File: config.mk
export PLATFORM = sky130hd
export DESIGN_NAME = switch_allocator
export DESIGN_NICKNAME = d
export VERILOG_FILES = /design/src/rtl/switch_allocator_pkg.sv /design/src/rtl/switch_allocator_rr_arbiter.sv /design/src/rtl/switch_allocator.sv
export SDC_FILE = /design/constraint.sdc
export NUM_CORES = 1
export LEC_CHECK = 0
export ABC_AREA = 1
export CORE_MARGIN = 8
export CORE_UTILIZATION = 35
export CTS_CLUSTER_SIZE = 14
export DETAILED_ROUTE_END_ITERATION = 10
export GPL_TIMING_DRIVEN = 0
export SETUP_SLACK_MARGIN = 0.1
export SLEW_MARGIN = 30
export SYNTH_ARGS = -nofsm -noshare
export SYNTH_HDL_FRONTEND = slang
export SYNTH_SLANG_ARGS = --single-unit
File: constraint.sdc
create_clock -name clk -period 8.95 [get_ports clk]
set_clock_uncertainty 0.15 [all_clocks]
set_input_delay 1.79 -clock clk [delete_from_list [all_inputs] [get_ports clk]]
set_output_delay 1.79 -clock clk [all_outputs]
set_load 0.05 [all_outputs]
File: src/rtl/switch_allocator_pkg.sv
// Shared router constants: port count, buffer depth, flit width and port indices.
// Imported by the switch allocator and its per-output arbiter.
package switch_allocator_pkg;

    localparam int ROUTER_NUM_PORT   = 5;
    localparam int ROUTER_FIFO_DEPTH = 4;
    localparam int ROUTER_CREDIT_MAX = ROUTER_FIFO_DEPTH;
    localparam int ROUTER_FLIT_W     = 32;

    typedef enum logic [2:0] {
        LOCAL = 3'd0,
        NORTH = 3'd1,
        SOUTH = 3'd2,
        EAST  = 3'd3,
        WEST  = 3'd4
    } port_e;

    function automatic int ptr_width(input int n);
        return (n > 1) ? $clog2(n) : 1;
    endfunction

endpackage

File: src/rtl/switch_allocator_rr_arbiter.sv
// Stateless round-robin arbiter: grants the first eligible requester at or above
// rr_ptr, wrapping to index 0.
module sa_rr_arbiter
    import switch_allocator_pkg::*;
#(
    parameter int N     = ROUTER_NUM_PORT,
    parameter int PTR_W = ptr_width(N)
) (
    input  logic [N-1:0]     eligible,
    input  logic [PTR_W-1:0] rr_ptr,
    output logic [N-1:0]     grant
);

    logic found;

    always_comb begin
        grant = '0;
        found = 1'b0;
        // Upper segment first, then the wrapped-around lower segment.
        for (int i = 0; i < N; i++) begin
            if (!found && eligible[i] && (i >= int'(rr_ptr))) begin
                grant[i] = 1'b1;
                found    = 1'b1;
            end
        end
        for (int i = 0; i < N; i++) begin
            if (!found && eligible[i]) begin
                grant[i] = 1'b1;
                found    = 1'b1;
            end
        end
    end

endmodule

File: src/rtl/switch_allocator.sv
// Credit-based switch allocator: one round-robin arbiter per output, zero-latency
// grants, registered crossbar controls and sticky credit-overflow detection.
module switch_allocator
    import switch_allocator_pkg::*;
#(
    parameter  int NUM_PORT   = ROUTER_NUM_PORT,
    parameter  int CREDIT_MAX = ROUTER_CREDIT_MAX,
    localparam int CNT_W      = $clog2(CREDIT_MAX + 1),
    localparam int PTR_W      = ptr_width(NUM_PORT)
) (
    input  logic                         clk,
    input  logic                         rst_n,
    input  logic [NUM_PORT-1:0]          sa_request,
    input  logic [NUM_PORT*NUM_PORT-1:0] sa_port,
    input  logic [NUM_PORT-1:0]          credit_in,
    output logic [NUM_PORT-1:0]          sa_grant,
    output logic [NUM_PORT*NUM_PORT-1:0] st_ctrl,
    output logic [NUM_PORT-1:0]          st_valid,
    output logic [NUM_PORT-1:0]          out_credit_avail,
    output logic                         credit_err
);

    logic [CNT_W-1:0]    credit    [NUM_PORT];
    logic [PTR_W-1:0]    rr_ptr    [NUM_PORT];
    logic [PTR_W-1:0]    ptr_next  [NUM_PORT];
    logic [NUM_PORT-1:0] eligible  [NUM_PORT];
    logic [NUM_PORT-1:0] arb_grant [NUM_PORT];
    logic [NUM_PORT-1:0] req_valid;
    logic [NUM_PORT-1:0] out_grant;
    logic [NUM_PORT-1:0] overflow;

    // Malformed (zero or multi-hot) port selects silently drop out here.
    for (genvar gi = 0; gi < NUM_PORT; gi++) begin : g_req
        assign req_valid[gi] = rst_n & sa_request[gi]
                             & $onehot(sa_port[gi*NUM_PORT +: NUM_PORT]);
    end

    always_comb begin
        for (int o = 0; o < NUM_PORT; o++) begin
            eligible[o] = '0;
            for (int i = 0; i < NUM_PORT; i++) begin
                eligible[o][i] = req_valid[i] & sa_port[i*NUM_PORT + o]
                               & (credit[o] != '0);
            end
        end
    end

    for (genvar gi = 0; gi < NUM_PORT; gi++) begin : g_arb
        sa_rr_arbiter #(
            .N     (NUM_PORT),
            .PTR_W (PTR_W)
        ) u_arb (
            .eligible (eligible[gi]),
            .rr_ptr   (rr_ptr[gi]),
            .grant    (arb_grant[gi])
        );
        assign out_grant[gi]        = |arb_grant[gi];
        assign out_credit_avail[gi] = (credit[gi] != '0);
        assign overflow[gi]         = credit_in[gi] & ~out_grant[gi]
                                    & (credit[gi] == CNT_W'(CREDIT_MAX));
    end

    always_comb begin
        sa_grant = '0;
        for (int o = 0; o < NUM_PORT; o++) begin
            ptr_next[o] = rr_ptr[o];
            for (int i = 0; i < NUM_PORT; i++) begin
                sa_grant[i] = sa_grant[i] | arb_grant[o][i];
                if (arb_grant[o][i]) begin
                    ptr_next[o] = PTR_W'((i + 1) % NUM_PORT);
                end
            end
        end
    end

    always_ff @(posedge clk or negedge rst_n) begin
        if (!rst_n) begin
            for (int o = 0; o < NUM_PORT; o++) begin
                credit[o] <= CNT_W'(CREDIT_MAX);
                rr_ptr[o] <= '0;
            end
            st_ctrl    <= '0;
            st_valid   <= '0;
            credit_err <= 1'b0;
        end else begin
            for (int o = 0; o < NUM_PORT; o++) begin
                rr_ptr[o]                         <= ptr_next[o];
                st_ctrl[o*NUM_PORT +: NUM_PORT]   <= arb_grant[o];
                st_valid[o]                       <= out_grant[o];
                if (out_grant[o] && !credit_in[o]) begin
                    credit[o] <= credit[o] - 1'b1;
                end else if (!out_grant[o] && credit_in[o] && !overflow[o]) begin
                    credit[o] <= credit[o] + 1'b1;
                end
            end
            if (|overflow) begin
                credit_err <= 1'b1;
            end
        end
    end

endmodule

==> reports/qor.csv <==
metric,value,unit
outcome,"finished, final reports clean",
r2r_cells,14,
finalCritPeriodShare,0.910,
grt_setup_unrepaired,no,
yosysMostFrequentCell,inv_1,
worstPathArrival,6.20,ns
dpl.hpwl,10200,um
synth_seq_cells,61,
ios,78,
synthTopCellsByCount,"134 x inv_1, 82 x nand2_1, 56 x dfrtp_1, 47 x nand3_1, 40 x nor2_1",
dieWidth,127,um
portBuffers,77,
overflow,0,
post_cts_buffers,0,
pwr_density_cell,260,nW/um^2
clkSinkCount,61,
layout-drive-gt1-share,0.174,
synth_area_leaders,"dfrtp_1 32%, inv_1 12%, nand2_1 7.1%",
nFillCells,1195,
async_flop_share,1.00,
core.rowCount,40,
clk_path_buf_depth,2,
grt_use_total,0.163,
gp_congestion,0.897,
endpoint_kind,output port,
ctsHtreeMaxLevel,3,
syn_to_final_growth,30.3,%
clock_latency,0.34,ns
die_h,127,um
required,7.01,ns
num_vias,3864,
multiInputGateArea,2270,um^2
dr.pass1.iters,4,
grt_pass1_wl,20400,um
first_global_vias,4119,
yosysWarnings,0,
hold_violations,0,
finalSetupViolCount,0,
critPathKind,in -> out,
p_leak,3.10,nW
drt_first_iter_violations,219,
path_clk_slew,0.06,ns
holdCritPathClass,reg -> reg,
synthCells,555,
syn_avg_cell_area,7.81,um^2
routed_via_density,4.73,
root_buffer,clkbuf_16,
drt_wl_total,12500,um
min_path_cells,2,
relSlewSlack,0.540,
syn_nets,612,
whs,0.319,ns
initial_utilization,0.359,
synth_top_cell_by_area,dfrtp_1,
die_area,16200,um^2
cts_tree,yes,
antenna_found_initial,0,
diodes,0,
start_kind,input pin,
design_area,5650,um^2
drc,0,
netlist_area,4330,um^2
synth.top_cell.area_share,0.323,
seq_area_frac_synth,0.354,
cts_made_buffers,9,
final_max_slew_viol_count,0,
ctsResizeCount,0,
synth_flop_cell,dfrtp_1,
timing.fmax,0.123,GHz
ys_types,33,
ir_drop,0.000135,V
wl_per_cell,15.3,um
crit_path_max_fanout,9,
grt_max_degree,40,
nets,701,
maxCapViolations,0,
place_area,5330,um^2
register_area,1530,um^2
ant_nets,0,
finalCriticalPeriod,8.14,ns
design.core.area,12100,um^2
synth_edf_count,0,
postCtsHoldBufs,0,
tightest_slew,0.690,ns
[power breakdown]
part	internal [W]	switching [W]	leakage, nW
Clock	0.000244	0.000130	0.156
Sequential	0.000364	0.0000634	0.780
Combinational	0.000223	0.000445	2.17
[sequential cells by signal (all words and copies together) (netlist names)]
register    count
credit         15
credit_err      1
st_ctrl        25
rr_ptr         15
st_valid        5
[stage by stage]
| step | TNS, ns | std cells | utilization | power (W) | setup WS (ns) |
|---|---|---|---|---|---|
| 6_report | 0 | 817 | 0.468 | 0.00147 | 0.808 |
| 5_1_grt | 0 | 817 | 0.468 | 0.00158 | 0.484 |
| 4_1_cts | 0 | 817 | 0.468 | 0.00148 | 0.811 |
| 3_5_place_dp | 0 | 801 | 0.442 | 0.00110 | 0.832 |
| 3_3_place_gp | -1.30 | 800 | 0.441 | 0.00108 | -0.396 |
| 2_1_floorplan | 0 | 555 | - | 0.000905 | 2.33 |
[area by class of cell]
type,count,share of cell area
timing repair buffer,78,0.140
clock inverter,6,0.0155
tap,168,0.0372
multi-input combinational,353,0.402
sequential,61,0.271
clock buffer,10,0.0405
inverter,141,0.0939
[placed cells by master (no fill, tap or decap), drive strengths merged, types with 5 or more instances in the layout]
master / instances
nor3: 17
o21ai: 17
o21bai: 5
nand4: 29
fa: 15
clkinv: 6
ha: 5
inv: 139
nand3: 56
dfstp: 5
nor2: 66
clkdlybuf4s50: 76
dfrtp: 56
nand2: 117
xor2: 5
a21oi: 12
clkbuf: 10
[logic make-up (layout without fill, tap and decap cells)]
group           count (synthesis)  after routing  synth area share
simple gates                  285            285             0.363
buf+inv                       141            235             0.122
flops                          61             61             0.354
compound gates                 42             42            0.0621
fa+ha+maj                      20             20            0.0837
xor+xnor                        5              5            0.0118
mux                             1              1           0.00346
[final timing paths]
kind / from / endpoint / slack, ns
min: credit[11] / credit[11] / 0.32
min in group asynchronous: rst_n / credit[3] / 1.23
max reg2reg: credit[5] / credit[4] / 5.84
max: sa_port[0] / sa_grant[4] / 0.81
max in group asynchronous: rst_n / credit[2] / 6.81
min reg2reg: credit[11] / credit[11] / 0.32
[critical path, cell delays in order]
cell and delay (ns):
clkdlybuf4s50_1 0.55, inv_1 0.09, fa_1 0.49, fa_1 0.37
inv_1 0.06, ha_1 0.22, nor2_1 0.10, nand2_1 0.12
nor2_8 0.20, inv_2 0.08, nor3_1 0.27, inv_1 0.10
nand4_1 0.14, nor2_1 0.09, a22oi_2 0.33, inv_1 0.17
nor3_1 0.17, nand3_1 0.11, clkdlybuf4s50_1 0.74
[routing by layer]
metal / vias to the layer above / routed length [um] / GRT usage
met1: 1857 / 5730 / 0.197
met5: - / 0 / 0
met3: 20 / 723 / 0.0403
li1: 1908 / - / -
met2: 79 / 5740 / 0.268
met4: 0 / 316 / 0.0728
(Power assumes the default switching activity.)
